**config.mk**
```make
export PLATFORM = sky130hd
export DESIGN_NAME = fpu_issue_ctrl
export DESIGN_NICKNAME = d
export VERILOG_FILES = /design/src/rtl/fpu_pkg.sv /design/src/rtl/fpu_op_decode.sv /design/src/rtl/fpu_issue_ctrl.sv
export SDC_FILE = /design/constraint.sdc
export NUM_CORES = 1
export LEC_CHECK = 0
export CAP_MARGIN = 20
export CELL_PAD_IN_SITES_DETAIL_PLACEMENT = 2
export CELL_PAD_IN_SITES_GLOBAL_PLACEMENT = 2
export CORE_AREA = 2 2 164 182
export CTS_CLUSTER_SIZE = 8
export DETAILED_ROUTE_END_ITERATION = 10
export DIE_AREA = 0 0 166 184
export PLACE_DENSITY = 0.84
export SETUP_SLACK_MARGIN = 0.4
export SKIP_CTS_REPAIR_TIMING = 1
export SYNTH_ARGS = -nofsm -noshare
export SYNTH_HDL_FRONTEND = slang
export SYNTH_HIERARCHICAL = 1
export SYNTH_SLANG_ARGS = --single-unit
```
**constraint.sdc**
```tcl
create_clock -name clk -period 2 [get_ports clk]
set_input_delay 0.4 -clock clk [delete_from_list [all_inputs] [get_ports clk]]
set_output_delay 0.4 -clock clk [all_outputs]
set_load 0.02 [all_outputs]
```
**src/rtl/fpu_pkg.sv**
```systemverilog
// Shared definitions for the FPU issue controller: opcodes, flag/enable bit
// positions, response error bits and the sequencer state encoding.
package fpu_pkg;

  localparam logic [2:0] OP_ADD = 3'd0;
  localparam logic [2:0] OP_MUL = 3'd1;
  localparam logic [2:0] OP_DIV = 3'd2;
  localparam logic [2:0] OP_SQR = 3'd3;
  localparam logic [2:0] OP_CMP = 3'd4;

  // Bit positions inside rsp_flags / fflags: {inv,div_zero,ov,un,inexact}
  localparam int FL_INX = 0;
  localparam int FL_UN  = 1;
  localparam int FL_OV  = 2;
  localparam int FL_DZ  = 3;
  localparam int FL_INV = 4;

  // Bit positions inside the one-hot unit enable vector
  localparam int EN_ADD = 0;
  localparam int EN_MUL = 1;
  localparam int EN_DIV = 2;
  localparam int EN_SQR = 3;
  localparam int EN_CMP = 4;

  localparam int ERR_ILL = 0;
  localparam int ERR_TMO = 1;

  typedef enum logic [1:0] {
    ST_IDLE = 2'd0,
    ST_LOAD = 2'd1,
    ST_RUN  = 2'd2,
    ST_RESP = 2'd3
  } state_t;

endpackage

```
**src/rtl/fpu_op_decode.sv**
```systemverilog
// Maps a command opcode to the one-hot fpu unit enable and flags
// opcodes that have no unit behind them.
module fpu_op_decode
  import fpu_pkg::*;
(
  input  logic [2:0] i_op,
  output logic [4:0] o_en,
  output logic       o_illegal
);

  always_comb begin
    o_en      = '0;
    o_illegal = 1'b0;
    case (i_op)
      OP_ADD:  o_en[EN_ADD] = 1'b1;
      OP_MUL:  o_en[EN_MUL] = 1'b1;
      OP_DIV:  o_en[EN_DIV] = 1'b1;
      OP_SQR:  o_en[EN_SQR] = 1'b1;
      OP_CMP:  o_en[EN_CMP] = 1'b1;
      default: o_illegal    = 1'b1;
    endcase
  end

endmodule

```
**src/rtl/fpu_issue_ctrl.sv**
```systemverilog
// Single-outstanding command sequencer in front of the fpu top: loads the
// operands, pulses the unit reset, waits for a qualified done and returns a response.
module fpu_issue_ctrl
  import fpu_pkg::*;
#(
  parameter int unsigned MIN_CYC = 2,
  parameter int unsigned TIMEOUT = 64,
  parameter int unsigned RST_CYC = 1
) (
  input  logic        clk,
  input  logic        rstp,
  input  logic        cmd_valid,
  output logic        cmd_ready,
  input  logic [2:0]  cmd_op,
  input  logic [31:0] cmd_a,
  input  logic [31:0] cmd_b,
  input  logic [2:0]  cmd_rm,
  output logic        rsp_valid,
  input  logic        rsp_ready,
  output logic [31:0] rsp_data,
  output logic [4:0]  rsp_flags,
  output logic [1:0]  rsp_err,
  output logic [4:0]  fflags,
  input  logic        fflags_clr,
  output logic        busy,
  output logic [31:0] fpu_in1p,
  output logic [31:0] fpu_in2p,
  output logic [2:0]  fpu_opcode,
  output logic [2:0]  fpu_round_mp,
  output logic        fpu_rstp,
  output logic        fpu_act,
  output logic        fpu_enable_add,
  output logic        fpu_enable_mul,
  output logic        fpu_enable_div,
  output logic        fpu_enable_sqr,
  output logic        fpu_enable_comp,
  input  logic [31:0] fpu_out,
  input  logic        fpu_ov,
  input  logic        fpu_un,
  input  logic        fpu_inv,
  input  logic        fpu_inexact,
  input  logic        fpu_div_zero,
  input  logic        fpu_less,
  input  logic        fpu_eq,
  input  logic        fpu_great,
  input  logic        fpu_done,
  output logic [1:0]  o_dbg_state
);

  localparam int CW = 16;
  localparam logic [CW-1:0] MIN_C    = CW'(MIN_CYC);
  localparam logic [CW-1:0] TO_C     = CW'(TIMEOUT);
  localparam logic [CW-1:0] RST_LAST = CW'(RST_CYC - 1);

  state_t        r_state;
  logic [2:0]    r_op, r_rm;
  logic [31:0]   r_a, r_b;
  logic [4:0]    r_en;
  logic [CW-1:0] r_cnt, r_rcnt;
  logic [31:0]   r_rsp_data;
  logic [4:0]    r_rsp_flags, r_fflags;
  logic [1:0]    r_rsp_err;

  logic [4:0]  w_dec_en, w_flags, w_en_out;
  logic        w_illegal, w_accept, w_qual, w_is_cmp;
  logic [31:0] w_result;

  fpu_op_decode u_dec (
    .i_op      (cmd_op),
    .o_en      (w_dec_en),
    .o_illegal (w_illegal)
  );

  assign w_accept = cmd_valid && cmd_ready;
  // A done seen before MIN_CYC RUN cycles may belong to the previous op.
  assign w_qual   = (r_state == ST_RUN) && fpu_done && (r_cnt >= MIN_C);
  assign w_is_cmp = (r_op == OP_CMP);
  assign w_result = w_is_cmp ? {29'b0, fpu_less, fpu_eq, fpu_great} : fpu_out;

  always_comb begin
    w_flags         = '0;
    w_flags[FL_INV] = fpu_inv;
    if (!w_is_cmp) begin
      w_flags[FL_DZ]  = fpu_div_zero;
      w_flags[FL_OV]  = fpu_ov;
      w_flags[FL_UN]  = fpu_un;
      w_flags[FL_INX] = fpu_inexact;
    end
  end

  always_ff @(posedge clk) begin
    if (rstp) begin
      r_state     <= ST_IDLE;
      r_op        <= '0;
      r_rm        <= '0;
      r_a         <= '0;
      r_b         <= '0;
      r_en        <= '0;
      r_cnt       <= '0;
      r_rcnt      <= '0;
      r_rsp_data  <= '0;
      r_rsp_flags <= '0;
      r_rsp_err   <= '0;
      r_fflags    <= '0;
    end else begin
      // Clear takes effect before the capturing op's flags are merged in.
      r_fflags <= (fflags_clr ? 5'b0 : r_fflags) | (w_qual ? w_flags : 5'b0);
      case (r_state)
        ST_IDLE: begin
          if (w_accept) begin
            if (w_illegal) begin
              r_rsp_data         <= '0;
              r_rsp_flags        <= '0;
              r_rsp_err          <= '0;
              r_rsp_err[ERR_ILL] <= 1'b1;
              r_en               <= '0;
              r_state            <= ST_RESP;
            end else begin
              r_op    <= cmd_op;
              r_a     <= cmd_a;
              r_b     <= (cmd_op == OP_SQR) ? 32'b0 : cmd_b;
              r_rm    <= cmd_rm;
              r_en    <= w_dec_en;
              r_rcnt  <= '0;
              r_state <= ST_LOAD;
            end
          end
        end
        ST_LOAD: begin
          if (r_rcnt == RST_LAST) begin
            r_cnt   <= CW'(1);
            r_state <= ST_RUN;
          end else begin
            r_rcnt <= r_rcnt + 1'b1;
          end
        end
        ST_RUN: begin
          if (w_qual) begin
            r_rsp_data  <= w_result;
            r_rsp_flags <= w_flags;
            r_rsp_err   <= '0;
            r_state     <= ST_RESP;
          end else if (r_cnt == TO_C) begin
            r_rsp_data         <= '0;
            r_rsp_flags        <= '0;
            r_rsp_err          <= '0;
            r_rsp_err[ERR_TMO] <= 1'b1;
            r_state            <= ST_RESP;
          end else begin
            r_cnt <= r_cnt + 1'b1;
          end
        end
        ST_RESP: begin
          if (rsp_ready) r_state <= ST_IDLE;
        end
      endcase
    end
  end

  assign w_en_out        = (r_state == ST_IDLE) ? 5'b0 : r_en;
  assign cmd_ready       = !rstp && (r_state == ST_IDLE);
  assign rsp_valid       = (r_state == ST_RESP);
  assign rsp_data        = r_rsp_data;
  assign rsp_flags       = r_rsp_flags;
  assign rsp_err         = r_rsp_err;
  assign fflags          = r_fflags;
  assign busy            = (r_state != ST_IDLE);
  assign fpu_in1p        = r_a;
  assign fpu_in2p        = r_b;
  assign fpu_opcode      = r_op;
  assign fpu_round_mp    = r_rm;
  assign fpu_rstp        = rstp || (r_state == ST_LOAD);
  assign fpu_act         = (r_state == ST_RUN);
  assign fpu_enable_add  = w_en_out[EN_ADD];
  assign fpu_enable_mul  = w_en_out[EN_MUL];
  assign fpu_enable_div  = w_en_out[EN_DIV];
  assign fpu_enable_sqr  = w_en_out[EN_SQR];
  assign fpu_enable_comp = w_en_out[EN_CMP];
  assign o_dbg_state     = r_state;

endmodule

```
==> results.py, run 1 <==
metrics = {
    "global_routing": {
        "grt_pass1_wl_um": 41570,
        "grt-ovfl-total": 0,
        "grt_pass1_vias": 7341,
        "grt_max_degree": 60,
        "grt_use_total_pct": 17.16,
        "grt_antenna_before_repair": 3,
    },
    "floorplan": {
        "ios": 242,
        "coreArea_um2": 28550,
        "die_area_um2": 30540,
        "floorplan.initialDensity_pct": 21.83,
        "fp.dieH_um": 184,
        "die_x_um": 166,
        "core.rowCount": 65,
    },
    "timing": {
        "layout_min_cycle_time_ns": 2.318,
        "rsz0062_at_grt": "true",
        "worst_slew_pin_slew_ns": 0.7071,
        "slew_headroom_pct": 52.86,
        "slew_violations": 0,
        "hold_viol": 0,
        "hold_slack_ns": 0.3705,
        "fmax_ghz": 0.4313,
        "fin_worst_skew_ns": 0.01780,
        "fin_crit_sh_pct": 115.9,
        "worst_slack_ns": -0.3185,
        "setup_violations": 21,
    },
    "critical_path": {
        "worst_path_dominant_cell_family": "compound AO/OA/AOI/OAI gates",
        "crit_chain": "buf_4 -> nand3_1 -> a211oi_4 -> buf_4 -> o21ai_4 -> xnor2_1 -> nor2_1",
        "critPathMaxFanout": 4,
        "max_stage_delay_ns": 0.53,
        "cp.arrival_ns": 2.63,
        "crit_path_top_delay_cell": "a211oi_4",
        "crit_required_ns": 2.31,
        "path_common_cell": "buf_4",
        "cp-start-kind": "register",
        "path_buf_inv": 2,
        "rr_startpoint": "r_rcnt[2]",
        "end_kind": "register",
        "startpoint": "r_rcnt[2]",
        "path_class": "register to register",
    },
    "synthesis": {
        "yosysTopAreaCell": "dfxtp_1",
        "synth_top_flop_cell": "dfxtp_1",
        "syn_nets": 842,
        "synth_top_area_share_pct": 49.16,
        "synth.distinct_cells": 58,
        "synth-edff-count": 0,
        "syn_area_per_cell_um2": 8.690,
        "synth_area_leaders": "dfxtp_1 49%, nand2_1 7.8%, a21oi_1 7.3%",
        "netlist_area_um2": 6231,
        "yosysSeqAreaShare_pct": 49.16,
        "ys_warn_count": 6,
        "ys_ff_latch": 153,
        "syn_inst": 717,
        "synth_async_sr_flop_share_pct": 0,
    },
    "clock_tree": {
        "clk_pin_slew_ns": 0.08,
        "cts.path.max_buffers": 2,
        "cts_num_sinks": 153,
        "numCtsBuffers": 17,
        "cts_tree": "done",
        "clock_latency_ns": 0.45,
        "cts-root-buf": "clkbuf_16",
        "h-tree-depth": 4,
    },
    "place": {
        "gp_congestion": 0.7715,
        "port_buffers": 241,
        "dp_cells": 1348,
        "dp_hpwl_um": 19290,
    },
    "drt": {
        "routed_wl_um": 37530,
        "drcViolationCount": 0,
        "ant_nets": 0,
        "drt_iter0_drc": 253,
        "num_vias": 7203,
        "avgViaCountPerCell": 5.020,
        "wire_per_inst_um": 26.16,
        "drtPass1Iterations": 4,
    },
    "layout": {
        "final_cells": 1435,
        "final_layout_size_suffix_gt1_share_pct": 37.03,
        "area_growth_pct": 101.2,
        "nNetsFinal": 1176,
    },
    "pwr": {
        "ir_worst_vdd_mv": 0.6056,
        "power.leakage_nw": 6.271,
        "powerDensity_nw_per_um2": 830.9,
    },
    "job": {
        "cap_violations": 0,
    },
    "run_status": {
        "violations": "setup timing",
        "status": "finished with violations",
    },
    "min_path": {
        "hold_start": "rstp",
        "hold_class": "input port to register",
    },
}
-- routing by layer --
metal / vias up / global-route usage [%] / routed length (um)
li1: 3234 / - / -
met1: 3652 / 18.93 / 13550
met2: 252 / 30.87 / 20680
met3: 65 / 5.188 / 2046
met4: 0 / 6.852 / 1258
met5: - / 0 / 0
-- worst register-to-register path, delay by kind of cell (launching register included) --
kind / cells / cell delay (ns)
XOR/XNOR: 1 / 0.30
AND/OR/NAND/NOR: 2 / 0.47
buffers and inverters: 2 / 0.38
AO/OA/AOI/OAI: 2 / 0.59
flip-flops: 1 / 0.44
-- logic make-up (layout without fill, tap and decap cells) --
logic type,count (synthesis),after routing,synth area share [%]
and+or+nand+nor,292,292,22.65
AOI/OAI and AO/OA,170,170,18.11
DFF,153,153,49.16
buffers and inverters,68,413,4.377
muxes,13,15,2.209
xor gates and xnor gates,12,12,1.687
adders and majority gates,9,9,1.807
other,0,3,0
-- path summary, 6_finish.rpt --
| kind | endpoint | slack (ns) | cells past startpoint |
|---|---|---|---|
| max reg2reg | r_rcnt[7] | -0.32 | 7 |
| min | o_dbg_state[0] | 0.37 | 3 |
| min reg2reg | fpu_in1p[17] | 0.46 | 2 |
| max | r_rcnt[7] | -0.32 | 7 |
-- power breakdown --
| group | total [W] | switching [W] | internal (W) |
|---|---|---|---|
| combinational | 0.00377 | 0.00206 | 0.00171 |
| clock | 0.00329 | 0.00153 | 0.00175 |
| sequential | 0.00336 | 0.000160 | 0.00320 |
-- cell usage after synthesis, types with 2 or more instances --
library cell,count
and4_1,2
xor2_1,7
dfxtp_1,153
nor2_1,38
clkbuf_1,38
inv_1,18
or3_1,2
mux2_1,2
mux2i_1,7
nand2b_1,5
a41oi_1,2
o21ai_0,7
nor2b_1,11
o21ai_1,4
buf_1,2
xnor2_1,5
nor3b_1,9
ha_1,9
a221oi_1,2
mux2_2,4
a32o_1,37
nand3_1,47
or4_1,8
buf_2,8
a211oi_1,4
nor3_1,11
nand4_1,8
o31ai_1,9
o21a_1,2
o211ai_1,2
nand2_1,130
a21oi_1,91
nor4_1,8
-- through the flow --
step | setup slack [ns] | area [um2] | utilization, % | setup TNS, ns | total power [W]
after floorplan | 0.1636 | 6534 | - | 0 | 0.004635
after global placement | -0.3595 | 9774 | 34.24 | -30.37 | 0.005779
after detailed placement | -0.4015 | 9774 | 34.24 | -38.15 | 0.005857
after CTS | -0.4695 | 10350 | 36.25 | -4.279 | 0.009125
after global routing | -0.2723 | 12540 | 43.92 | -3.911 | 0.01079
final | -0.3185 | 12540 | 43.92 | -0.9813 | 0.01042
-- cell usage in the layout (no fill, tap or decap), drive strengths merged, types with 9 or more instances in the layout --
cell / Yosys / final
nor3b: 9 / 9
a21oi: 92 / 92
inv: 19 / 23
buf: 11 / 118
nor4: 10 / 10
nor3: 12 / 12
mux2i: 7 / 9
nor2b: 11 / 11
a32o: 37 / 37
ha: 9 / 9
o31ai: 9 / 9
clkdlybuf4s50: 0 / 117
dlymetal6s2s: 0 / 112
dfxtp: 153 / 153
nor2: 38 / 38
o21ai: 11 / 11
nand2: 130 / 130
clkbuf: 38 / 34
nand3: 47 / 47
-- area by class of cell --
type	instances	area (um2)
clock buffer	19	432.9
sequential	153	3087
antenna	3	7.507
timing repair buffer	362	4124
inverter	19	88.84
clock inverter	13	141.4
multi-input combinational	498	4197
tap	368	460.4
fill	2877	16010
-- flip-flops by register name, indices dropped and copies added, names as in the netlist --
register,count
rsp_err,2
r_en,5
rsp_data,32
o_dbg_state,2
fpu_round_mp,3
fpu_in2p,32
r_cnt,16
fflags,5
fpu_opcode,3
rsp_flags,5
fpu_in1p,32
r_rcnt,16
(Power assumes the default switching activity.)
==> run 2: changes to the inputs <==
--- a/config.mk
+++ b/config.mk
@@ -5,7 +5,6 @@
 export SDC_FILE = /design/constraint.sdc
 export NUM_CORES = 1
 export LEC_CHECK = 0
-export CAP_MARGIN = 20
 export CELL_PAD_IN_SITES_DETAIL_PLACEMENT = 2
 export CELL_PAD_IN_SITES_GLOBAL_PLACEMENT = 2
 export CORE_AREA = 2 2 164 182
==> results of run 2 <==
Final layout, timing and power as in run 1 (identical DEF).
